==> src/rtl/race_engine.sv <==
// race_engine: N-kart race engine sharing one trig ROM, with race FSM, lap counting and winner
module race_engine #(
    parameter int NUM_KARTS    = 2,
    parameter int LAPS         = 3,
    parameter int MAX_SPEED    = 6,
    parameter int ACCEL        = 1,
    parameter int BOUND_MIN    = 64,
    parameter int BOUND_MAX    = 1984,
    parameter int FIN_X0       = 96,
    parameter int FIN_X1       = 160,
    parameter int FIN_Y0       = 64,
    parameter int FIN_Y1       = 128,
    parameter int CHK_Y        = 1024,
    parameter int COUNT_FRAMES = 180,
    parameter int TRIG_LAT     = 2
) (
    input  logic                     clk,
    input  logic                     rst,
    input  logic                     i_frame_tick,
    input  logic                     i_start,
    input  logic [NUM_KARTS-1:0]     i_steer_l,
    input  logic [NUM_KARTS-1:0]     i_steer_r,
    input  logic [NUM_KARTS-1:0]     i_throttle,
    output logic [8:0]               o_trig_addr,
    input  logic signed [10:0]       i_trig_cos,
    input  logic signed [10:0]       i_trig_sin,
    output logic [11*NUM_KARTS-1:0]  o_kart_x,
    output logic [11*NUM_KARTS-1:0]  o_kart_y,
    output logic [9*NUM_KARTS-1:0]   o_kart_dir,
    output logic [3*NUM_KARTS-1:0]   o_kart_laps,
    output logic [1:0]               o_race_state,
    output logic [2:0]               o_winner,
    output logic                     o_frame_done
);
    localparam int KW = NUM_KARTS > 1 ? $clog2(NUM_KARTS) : 1;
    localparam int CW = $clog2(COUNT_FRAMES + 1);
    localparam logic [CW-1:0] CNT_END = CW'(COUNT_FRAMES - 1);
    localparam logic [KW-1:0] K_END = KW'(NUM_KARTS - 1);
    localparam logic [3:0] WC_END = 4'(TRIG_LAT - 1);
    localparam logic signed [12:0] BMIN = 13'(BOUND_MIN);
    localparam logic signed [12:0] BMAX = 13'(BOUND_MAX);

    typedef enum logic [1:0] {R_WAIT, R_CD, R_RACE, R_DONE} race_t;
    typedef enum logic [2:0] {S_IDLE, S_ADDR, S_WAIT, S_UPD, S_FIN} sweep_t;

    race_t r_race, w_race_n;
    sweep_t r_sw, w_sw_n;
    logic [CW-1:0] r_cnt;
    logic [3:0] r_wc;
    logic [KW-1:0] r_k, r_winner;
    logic r_won;
    logic [8:0] r_trig_addr;
    logic [10:0] r_x [NUM_KARTS];
    logic [10:0] r_y [NUM_KARTS];
    logic [8:0] r_dir [NUM_KARTS];
    logic [3:0] r_spd [NUM_KARTS];
    logic [2:0] r_laps [NUM_KARTS];
    logic [NUM_KARTS-1:0] r_latch;
    logic [10:0] r_cx, r_cy;
    logic [8:0] r_cd;
    logic [3:0] r_cs;
    logic [2:0] r_claps;
    logic r_cl;
    logic w_cap, w_upd;
    logic [4:0] w_sum;
    logic [3:0] w_spd_n;
    logic [8:0] w_dir_n;
    logic signed [15:0] w_px, w_py;
    logic signed [12:0] w_nx, w_ny;
    logic [10:0] w_x_n, w_y_n;
    logic w_box, w_lap, w_latch_n, w_win;
    logic [2:0] w_laps_n;

    // race state register
    always_ff @(posedge clk or posedge rst) begin
        if (rst) r_race <= R_WAIT;
        else r_race <= w_race_n;
    end

    // race next state: advances on frame ticks, DONE entered at the end of the winning sweep
    always_comb begin
        w_race_n = r_race;
        case (r_race)
            R_WAIT:  w_race_n = (i_frame_tick && i_start) ? R_CD : R_WAIT;
            R_CD:    w_race_n = (i_frame_tick && r_cnt >= CNT_END) ? R_RACE : R_CD;
            R_RACE:  w_race_n = (r_sw == S_FIN && r_won) ? R_DONE : R_RACE;
            default: w_race_n = R_DONE;
        endcase
    end

    // race outputs
    always_comb begin
        o_race_state = r_race;
        o_winner = 3'(r_winner);
    end

    // countdown counter; the tick that leaves WAIT counts as the first countdown frame
    always_ff @(posedge clk or posedge rst) begin
        if (rst) r_cnt <= '0;
        else if (r_race == R_WAIT && i_frame_tick && i_start) r_cnt <= CW'(1);
        else if (r_race == R_CD && i_frame_tick) r_cnt <= r_cnt + 1'b1;
    end

    // sweep state register
    always_ff @(posedge clk or posedge rst) begin
        if (rst) r_sw <= S_IDLE;
        else r_sw <= w_sw_n;
    end

    // sweep next state: address, wait out ROM latency, update, repeat per kart
    always_comb begin
        w_sw_n = r_sw;
        case (r_sw)
            S_IDLE:  w_sw_n = (i_frame_tick && r_race == R_RACE) ? S_ADDR : S_IDLE;
            S_ADDR:  w_sw_n = (TRIG_LAT == 0) ? S_UPD : S_WAIT;
            S_WAIT:  w_sw_n = (r_wc == WC_END) ? S_UPD : S_WAIT;
            S_UPD:   w_sw_n = (r_k == K_END) ? S_FIN : S_ADDR;
            default: w_sw_n = S_IDLE;
        endcase
    end

    // sweep outputs and strobes
    always_comb begin
        o_frame_done = r_sw == S_FIN;
        w_cap = r_sw == S_ADDR;
        w_upd = r_sw == S_UPD;
        o_trig_addr = r_trig_addr;
    end

    // next kart state from the captured copy and the ROM result
    always_comb begin
        w_sum = {1'b0, r_cs} + 5'(ACCEL);
        w_spd_n = i_throttle[r_k] ? (w_sum > 5'(MAX_SPEED) ? 4'(MAX_SPEED) : w_sum[3:0])
                                  : (r_cs == 4'd0 ? 4'd0 : r_cs - 4'd1);
        w_dir_n = (i_steer_l[r_k] && !i_steer_r[r_k]) ? (r_cd == 9'd359 ? 9'd0 : r_cd + 9'd1) :
                  (i_steer_r[r_k] && !i_steer_l[r_k]) ? (r_cd == 9'd0 ? 9'd359 : r_cd - 9'd1) : r_cd;
        w_px = $signed({12'd0, w_spd_n}) * $signed({{5{i_trig_cos[10]}}, i_trig_cos});
        w_py = $signed({12'd0, w_spd_n}) * $signed({{5{i_trig_sin[10]}}, i_trig_sin});
        w_nx = $signed({2'b00, r_cx}) + 13'(w_px >>> 9);
        w_ny = $signed({2'b00, r_cy}) - 13'(w_py >>> 9);
        w_x_n = 11'(w_nx < BMIN ? BMIN : w_nx > BMAX ? BMAX : w_nx);
        w_y_n = 11'(w_ny < BMIN ? BMIN : w_ny > BMAX ? BMAX : w_ny);
        w_box = w_x_n >= 11'(FIN_X0) && w_x_n <= 11'(FIN_X1) &&
                w_y_n >= 11'(FIN_Y0) && w_y_n <= 11'(FIN_Y1);
        w_lap = r_cl && w_box && r_cd <= 9'd180;
        w_latch_n = !w_lap && (r_cl || w_y_n >= 11'(CHK_Y));
        w_laps_n = (w_lap && r_claps < 3'(LAPS)) ? r_claps + 3'd1 : r_claps;
        w_win = w_lap && r_claps == 3'(LAPS - 1) && !r_won;
    end

    // kart state, capture registers, ROM address and winner latch
    always_ff @(posedge clk or posedge rst) begin
        if (rst) begin
            for (int k = 0; k < NUM_KARTS; k++) begin
                r_x[k] <= 11'(128 + 128 * k);
                r_y[k] <= 11'd100;
                r_dir[k] <= '0;
                r_spd[k] <= '0;
                r_laps[k] <= '0;
            end
            r_latch <= '0;
            r_k <= '0;
            r_wc <= '0;
            r_cx <= '0;
            r_cy <= '0;
            r_cd <= '0;
            r_cs <= '0;
            r_cl <= 1'b0;
            r_claps <= '0;
            r_trig_addr <= '0;
            r_winner <= '0;
            r_won <= 1'b0;
        end else begin
            if (w_cap) begin
                r_cx <= r_x[r_k];
                r_cy <= r_y[r_k];
                r_cd <= r_dir[r_k];
                r_cs <= r_spd[r_k];
                r_cl <= r_latch[r_k];
                r_claps <= r_laps[r_k];
                r_trig_addr <= r_dir[r_k];
                r_wc <= '0;
            end
            if (r_sw == S_WAIT) r_wc <= r_wc + 4'd1;
            if (w_upd) begin
                r_x[r_k] <= w_x_n;
                r_y[r_k] <= w_y_n;
                r_dir[r_k] <= w_dir_n;
                r_spd[r_k] <= w_spd_n;
                r_laps[r_k] <= w_laps_n;
                r_latch[r_k] <= w_latch_n;
                r_k <= (r_k == K_END) ? '0 : r_k + 1'b1;
                if (w_win) begin
                    r_winner <= r_k;
                    r_won <= 1'b1;
                end
            end
        end
    end

    for (genvar g = 0; g < NUM_KARTS; g++) begin : g_out
        assign o_kart_x[11*g+:11] = r_x[g];
        assign o_kart_y[11*g+:11] = r_y[g];
        assign o_kart_dir[9*g+:9] = r_dir[g];
        assign o_kart_laps[3*g+:3] = r_laps[g];
    end
endmodule
==> config.mk <==
export PLATFORM = sky130hd
export DESIGN_NAME = race_engine
export DESIGN_NICKNAME = d
export VERILOG_FILES = /design/src/rtl/race_engine.sv
export SDC_FILE = /design/constraint.sdc
export NUM_CORES = 1
export LEC_CHECK = 0
export CAP_MARGIN = 20
export CORE_MARGIN = 1
export CORE_UTILIZATION = 43
export CTS_BUF_LIST = sky130_fd_sc_hd__clkbuf_4 sky130_fd_sc_hd__clkbuf_8 sky130_fd_sc_hd__clkbuf_16
export DETAILED_ROUTE_END_ITERATION = 7
export GPL_TIMING_DRIVEN = 0
export PLACE_DENSITY = 0.65
export SLEW_MARGIN = 30
export SYNTH_ARGS = -nofsm -noshare
export SYNTH_HDL_FRONTEND = slang
export SYNTH_SLANG_ARGS = --single-unit
==> constraint.sdc <==
create_clock -name clk -period 12.82 [get_ports clk]
set_input_delay 3.846 -clock clk [delete_from_list [all_inputs] [get_ports clk]]
set_output_delay 3.846 -clock clk [all_outputs]
set_load 0.1 [all_outputs]
After elaboration in Yosys (flattened, before gate mapping)
Cells that the tools add are included.

Register bits: 137. Bits of input ports: 32. Output and inout bits: 83. Logic and storage cells: 159.

Add/subtract/negate cells: 10. Multipliers: 2. Magnitude comparators: 17. Equal/unequal tests: 9. Mux-type cells: 64. Bitwise operators: 1. Reduce and logical (&&, ||, !) cells: 32.

Operator list (number): 11-bit two-way mux (11); 9-bit two-way mux (8); 22-bit bitwise mux (2); 4-bit two-way mux (9); 5-bit by 11-bit multiplier with 16-bit output (2); 13-bit by 12-bit > comparator with 1-bit output, second input constant (2); 13-bit by 8-bit < comparator with 1-bit output, second input constant (2); 11-bit by 7-bit >= comparator with 1-bit output, second input constant (2); 11-bit by 8-bit <= comparator with 1-bit output, second input constant (2); 1-bit logical AND (20); 18-bit bitwise mux (1); 3-bit two-way mux (6); 8-bit two-way mux (2); 1-bit two-way mux (14); 12-bit by 7-bit adder with 13-bit output (1); 12-bit by 7-bit subtractor with 13-bit output (1); 3-bit one-hot mux with 4 select lines (1); 11-bit demux with 1-bit select (1); 11-bit >= comparator, second input constant (1); 9-bit by 1-bit adder with 9-bit output, second input constant (1); 9-bit demux with 1-bit select (1); 3-bit by 2-bit equality test with 1-bit output, second input constant (3); 9-bit equality test, second input constant (1); 9-bit by 8-bit <= comparator with 1-bit output, second input constant (1); 36 further kinds (40).

Longest topological paths before layout
Gate-level depths: netlist of run 1.

Word-level depth: 18. Depth in mapped cells: 35. Gate-level depth less buffers: 33.

Worst setup path before layout of run 1
No wires, ideal clock.

Path type: input to register. Start point: input i_throttle[0]. End point: register r_winner. Library setup time: 0.125 ns. Arrival time: 11.280 ns. Data required time: 12.695 ns. Path slack: 1.415 ns. Stages on the path: 34. Buffers on the path: 2. Cells stage by stage: mux2i_4 -> nand2b_1 -> a21oi_1 -> a311o_1 -> clkbuf_1 -> and2_1 -> ha_1 -> inv_1 -> fa_1 -> fa_1 -> inv_1 -> ha_1 -> a21o_1 -> a211oi_1 -> nor2_1 -> a311o_1 -> a21oi_1 -> o21ba_2 -> o21ai_0 -> a21oi_1 -> o21bai_1 -> xnor2_1 -> ha_1 -> or3b_2 -> nand3_1 -> a311oi_1 -> nand4_1 -> a21o_1 -> a2111oi_0 -> o21bai_1 -> or4_1 -> buf_2 -> nor4_2 -> mux2_2.

Word-level cells in the longest chain between the ends: 17. Elaborated cells between the ends (all ways): 27. Those cells by class: add/sub (2); mul (2); order compare (8); mux (7); reduce/logical (8).

RTL lines: start, declared (line 23) `input logic [NUM_KARTS-1:0] i_throttle,`; 1-bit two-way mux (implied by the code) (*) (2 in a row) (line 133) `w_spd_n = i_throttle[r_k] ? (w_sum > 5'(MAX_SPEED) ? 4'(MAX_SPEED) : w_sum[3:0])`; 4-bit two-way mux (*) (line 133); 5-bit by 11-bit multiplier with 16-bit output (line 137) `w_px = $signed({12'd0, w_spd_n}) * $signed({{5{i_trig_cos[10]}}, i_trig_cos});`; 12-bit by 7-bit adder with 13-bit output (line 139) `w_nx = $signed({2'b00, r_cx}) + 13'(w_px >>> 9);`; 13-bit by 12-bit > comparator with 1-bit output (line 141) `w_x_n = 11'(w_nx < BMIN ? BMIN : w_nx > BMAX ? BMAX : w_nx);`; 11-bit two-way mux (2 in a row) (line 141); 11-bit by 7-bit >= comparator with 1-bit output / 11-bit by 8-bit <= comparator with 1-bit output (equally long branches) (line 143) `w_box = w_x_n >= 11'(FIN_X0) && w_x_n <= 11'(FIN_X1) &&`; 1-bit logical AND (2 in a row) (line 143); 1-bit logical AND (*) (line 144) `w_y_n >= 11'(FIN_Y0) && w_y_n <= 11'(FIN_Y1);`; 1-bit logical AND (*) (2 in a row) (line 145) `w_lap = r_cl && w_box && r_cd <= 9'd180;`; 1-bit logical AND (*) (2 in a row) (line 148) `w_win = w_lap && r_claps == 3'(LAPS - 1) && !r_won;`; 2-bit AND reduction (no line) (*); end signal, assigned (line 194) `r_winner <= r_k;`; end, declared (line 50) `logic [KW-1:0] r_k, r_winner;`.

Every way passes the cells marked *; elsewhere a longest branch is shown, timed or not. The select of a mux whose other input is x is not followed. A chain may end at the register's enable or synchronous reset.

Worst setup path after layout of run 1
Ends and elaborated chain as after synthesis.

==> out/results.md, run 1 <==
- crit end category: register
- Worst Setup Slack, final: 0.497 ns
- hold violation count in the final report: 0
- crit path DAT: 12.63 ns
- DRC violations left: 0
- Worst Setup SP: i_throttle[0]
- count of distinct cell types in the synthesized netlist: 75
- internal power: 1290 µW
- # Max-Cap Violations: 0
- floorplan die width: 162 µm
- clock tree buffer depth: 2
- number of DRC violations after detailed-routing iteration 0: 659
- Logic pwr share: 0.563
- relative slew slack: 0.316
- utilization after layout: 0.529
- Worst Setup Slack post-DPL: -0.577 ns
- required time worst endpoint: 13.13 ns
- number of enable flip-flop cells after synthesis: 0
- worst flop-to-flop path startpoint: r_cs[0]$_DFFE_PP0P_
- min Tclk post-route: 12.32 ns
- result of the run: completed
- mean post-synth cell area: 8.67 µm²
- leakage power total: 0.00595 µW
- first-pass iteration count of the detailed router: 5
- Async S/R FF share, synth: 1.00
- largest stage delay on the critical path: 0.55 ns
- HPWL Detailed: 21.6 mm
- core region area: 25200 µm²
- number of H-tree branching levels: 4
- clock edge transition at the registers on the reported setup and hold paths: 0.06 ns
- gate count of the mapped netlist: 1271
- Syn-to-layout area delta: 20.8%
- type of the worst setup path: in -> reg
- TritonCTS clock tree: yes
- FP Rows: 58
- ANT cells: 0
- cell type with the highest aggregate area in the netlist: sky130_fd_sc_hd__dfrtp_1
- clock latency at the later pin of the worst-skew pair: 0.43 ns
- cell mode on critical path: sky130_fd_sc_hd__a21oi_1
- HP Start: r_spd[3]$_DFFE_PP0P_
- first-pass GRT wire length: 46.5 mm
- root buffer cell: sky130_fd_sc_hd__clkbuf_16
- Post-synth top cells: sky130_fd_sc_hd__nand2_1, sky130_fd_sc_hd__dfrtp_1, sky130_fd_sc_hd__inv_1
- number of global-route vias before repair: 9225
- Tightest Pin Transition: 1.02 ns
- sequential cell fraction of total power: 0.219
- detailed-route via count: 9453
- total wire length after detailed routing: 28.5 mm
- number of antenna violations at the first check in global routing: 0
- RSZ-0062 raised after global routing: no
- Critical Path Start Type: input pin
- effective utilization at floorplan: 0.438
- clock buffer count from CTS: 17
- post-synth top area share: 0.293
- cell area after synthesis: 11000 µm²
- number of pins with negative max-slew slack in the final report: 0
- most instantiated flip-flop cell in the synthesis netlist: sky130_fd_sc_hd__dfrtp_1
- Crit path buffers/inverters: 5
- most area-consuming cells after synthesis: sky130_fd_sc_hd__dfrtp_1, sky130_fd_sc_hd__ha_1, sky130_fd_sc_hd__fa_1
- most repeated cell in the gate-level netlist after synthesis: sky130_fd_sc_hd__nand2_1
- switching power: 1220 µW
- Power Density: 189 nW/µm²
- input/output buffers: 112
- TritonCTS sink count: 137
- VDD IR-drop max: 0.177 mV
- Die Height: 162 µm
- count of final setup violators: 0
- number of nets still failing antenna checks after routing: 0
- flops & latches, synth: 137
- final net count: 1577
- number of primary I/O pins: 115
- Worst Clk Skew: 0.00917 ns
- maximum operating frequency: 0.0811 GHz
- gr ovfl total: 0
- flop2flop setup slack: 3.76 ns
- clock network fraction of total power: 0.218
- routed length per placed instance: 16.3 µm
- post-route setup TNS: 0 ns
- total number of yosys warnings: 0
- Crit Path Max Fanout: 10
- critical path's slowest cell: sky130_fd_sc_hd__fa_1
- Worst Hold Class: reg -> reg
- switching portion of total power: 0.487
- final clock period utilization by the worst path: 0.961
- total global routing track utilization: 0.222
- maximum number of pins on one net before global-route repair: 76
- Avg Vias per Cell: 5.40
- proportion of layout cells with a drive suffix above 1: 0.0543
- dominant delay contributor by cell family on the critical path: compound AO/OA/AOI/OAI gates
- die footprint: 26300 µm²
- weighted congestion reported at the end of routability-driven placement: 0.905
- Seq/Total Area, Yosys: 0.312
[state kept, by name (all words and copies together), names as in the netlist, 6 cells and up]
| register | flops |
|---|---|
| o_kart_y | 22 |
| r_cnt | 8 |
| r_cy | 11 |
| o_kart_x | 22 |
| r_cx | 11 |
| r_spd | 8 |
| o_kart_dir | 18 |
| r_cd | 9 |
| o_kart_laps | 6 |
[repair_timing]
action,4_1_cts,5_1_grt
buffers inserted,0,2
setup endpoints to repair,6,18
resized for setup,3,10
pin swaps,0,1
hold buffers,0,0
[area by class of cell]
cell class / instances / area [µm²]
Fill cell: 2298 / 11900
Multi-Input combinational cell: 952 / 6930
Sequential cell: 137 / 3440
Timing Repair Buffer: 115 / 1160
Inverter: 129 / 492
Clock buffer: 20 / 454
Tap cell: 330 / 413
Buffer: 54 / 226
Clock inverter: 12 / 198
[per-layer routing]
metal  vias to the layer above  part of all wire  track usage
met2                       239              0.48        0.377
met3                        30             0.041       0.0294
met5                         -                 0            0
li1                       4602                 -            -
met1                      4582              0.47        0.296
met4                         0             0.016       0.0583
[power groups by stage]
stage | Combinational [µW] | Clock (µW) | Sequential, µW
6_report | 1410 | 547 | 550
4_1_cts | 1390 | 551 | 550
3_5_place_dp | 1370 | 0 | 557
5_1_grt | 1540 | 568 | 557
2_1_floorplan | 692 | 0 | 920
3_3_place_gp | 1350 | 0 | 556
[placed cells by master, fill, tap and decap left out, drive strengths merged, types with 17 or more instances in the layout]
| cell type | count |
|---|---|
| xnor2 | 27 |
| ha | 93 |
| dfrtp | 129 |
| a21oi | 92 |
| inv | 129 |
| nor3 | 17 |
| o21ai | 103 |
| nand2 | 148 |
| clkdlybuf4s50 | 112 |
| xor2 | 19 |
| and2 | 67 |
| clkbuf | 63 |
| o31ai | 20 |
| fa | 46 |
| mux2i | 43 |
| nor2 | 93 |
[cell families (layout without fill, tap and decap cells)]
family | count (synthesis) | after routing | share of synthesized area
compound gates | 302 | 302 | 0.167
flops | 137 | 137 | 0.312
mux | 49 | 49 | 0.0463
simple gates | 414 | 414 | 0.182
xor+xnor | 46 | 46 | 0.0389
other cells | 1 | 2 | 0.000340
buf+inv | 183 | 330 | 0.0644
fa+ha+maj | 139 | 139 | 0.189
[worst reg2reg max path, delay by kind of cell, from the launching register on]
kind | cells | cell delay, ns
adders and majority gates | 6 | 2.13
buffers and inverters | 5 | 0.82
DFF | 1 | 0.48
muxes | 1 | 0.36
and+or+nand+nor | 10 | 2.13
xor gates and xnor gates | 1 | 0.19
AOI/OAI and AO/OA | 12 | 2.85
[final timing paths]
check                                                to  cells past startpoint
worst max register to register     r_winner$_DFFE_PP0P_                     35
worst min-delay path               r_spd[3]$_DFFE_PP0P_                      2
min in group asynchronous          r_cnt[0]$_DFFE_PP0P_                      2
worst min register to register     r_spd[3]$_DFFE_PP0P_                      2
worst max-delay path               r_winner$_DFFE_PP0P_                     35
max in group asynchronous       o_kart_y[6]$_DFFE_PP1P_                      3
[metrics by stage]
step	instance area (µm²)	instances	power (µW)	hold slack [ns]
after floorplan	11000	1272	1610	0.445
after global placement	12600	1714	1910	0.458
after detailed placement	12600	1715	1930	0.464
after CTS	13300	1747	2490	0.478
after global routing	13300	1749	2660	0.501
final	13300	1749	2510	0.472
(Power assumes the default switching activity.)
==> run 2: changes to the inputs <==
--- a/config.mk
+++ b/config.mk
@@ -10,6 +10,7 @@
 export CORE_UTILIZATION = 43
 export CTS_BUF_LIST = sky130_fd_sc_hd__clkbuf_4 sky130_fd_sc_hd__clkbuf_8 sky130_fd_sc_hd__clkbuf_16
 export DETAILED_ROUTE_END_ITERATION = 7
+export GPL_ROUTABILITY_DRIVEN = 0
 export GPL_TIMING_DRIVEN = 0
 export PLACE_DENSITY = 0.65
 export SLEW_MARGIN = 30
==> results of run 2 <==
The final DEF is identical to that of run 1; final timing and power are the same.
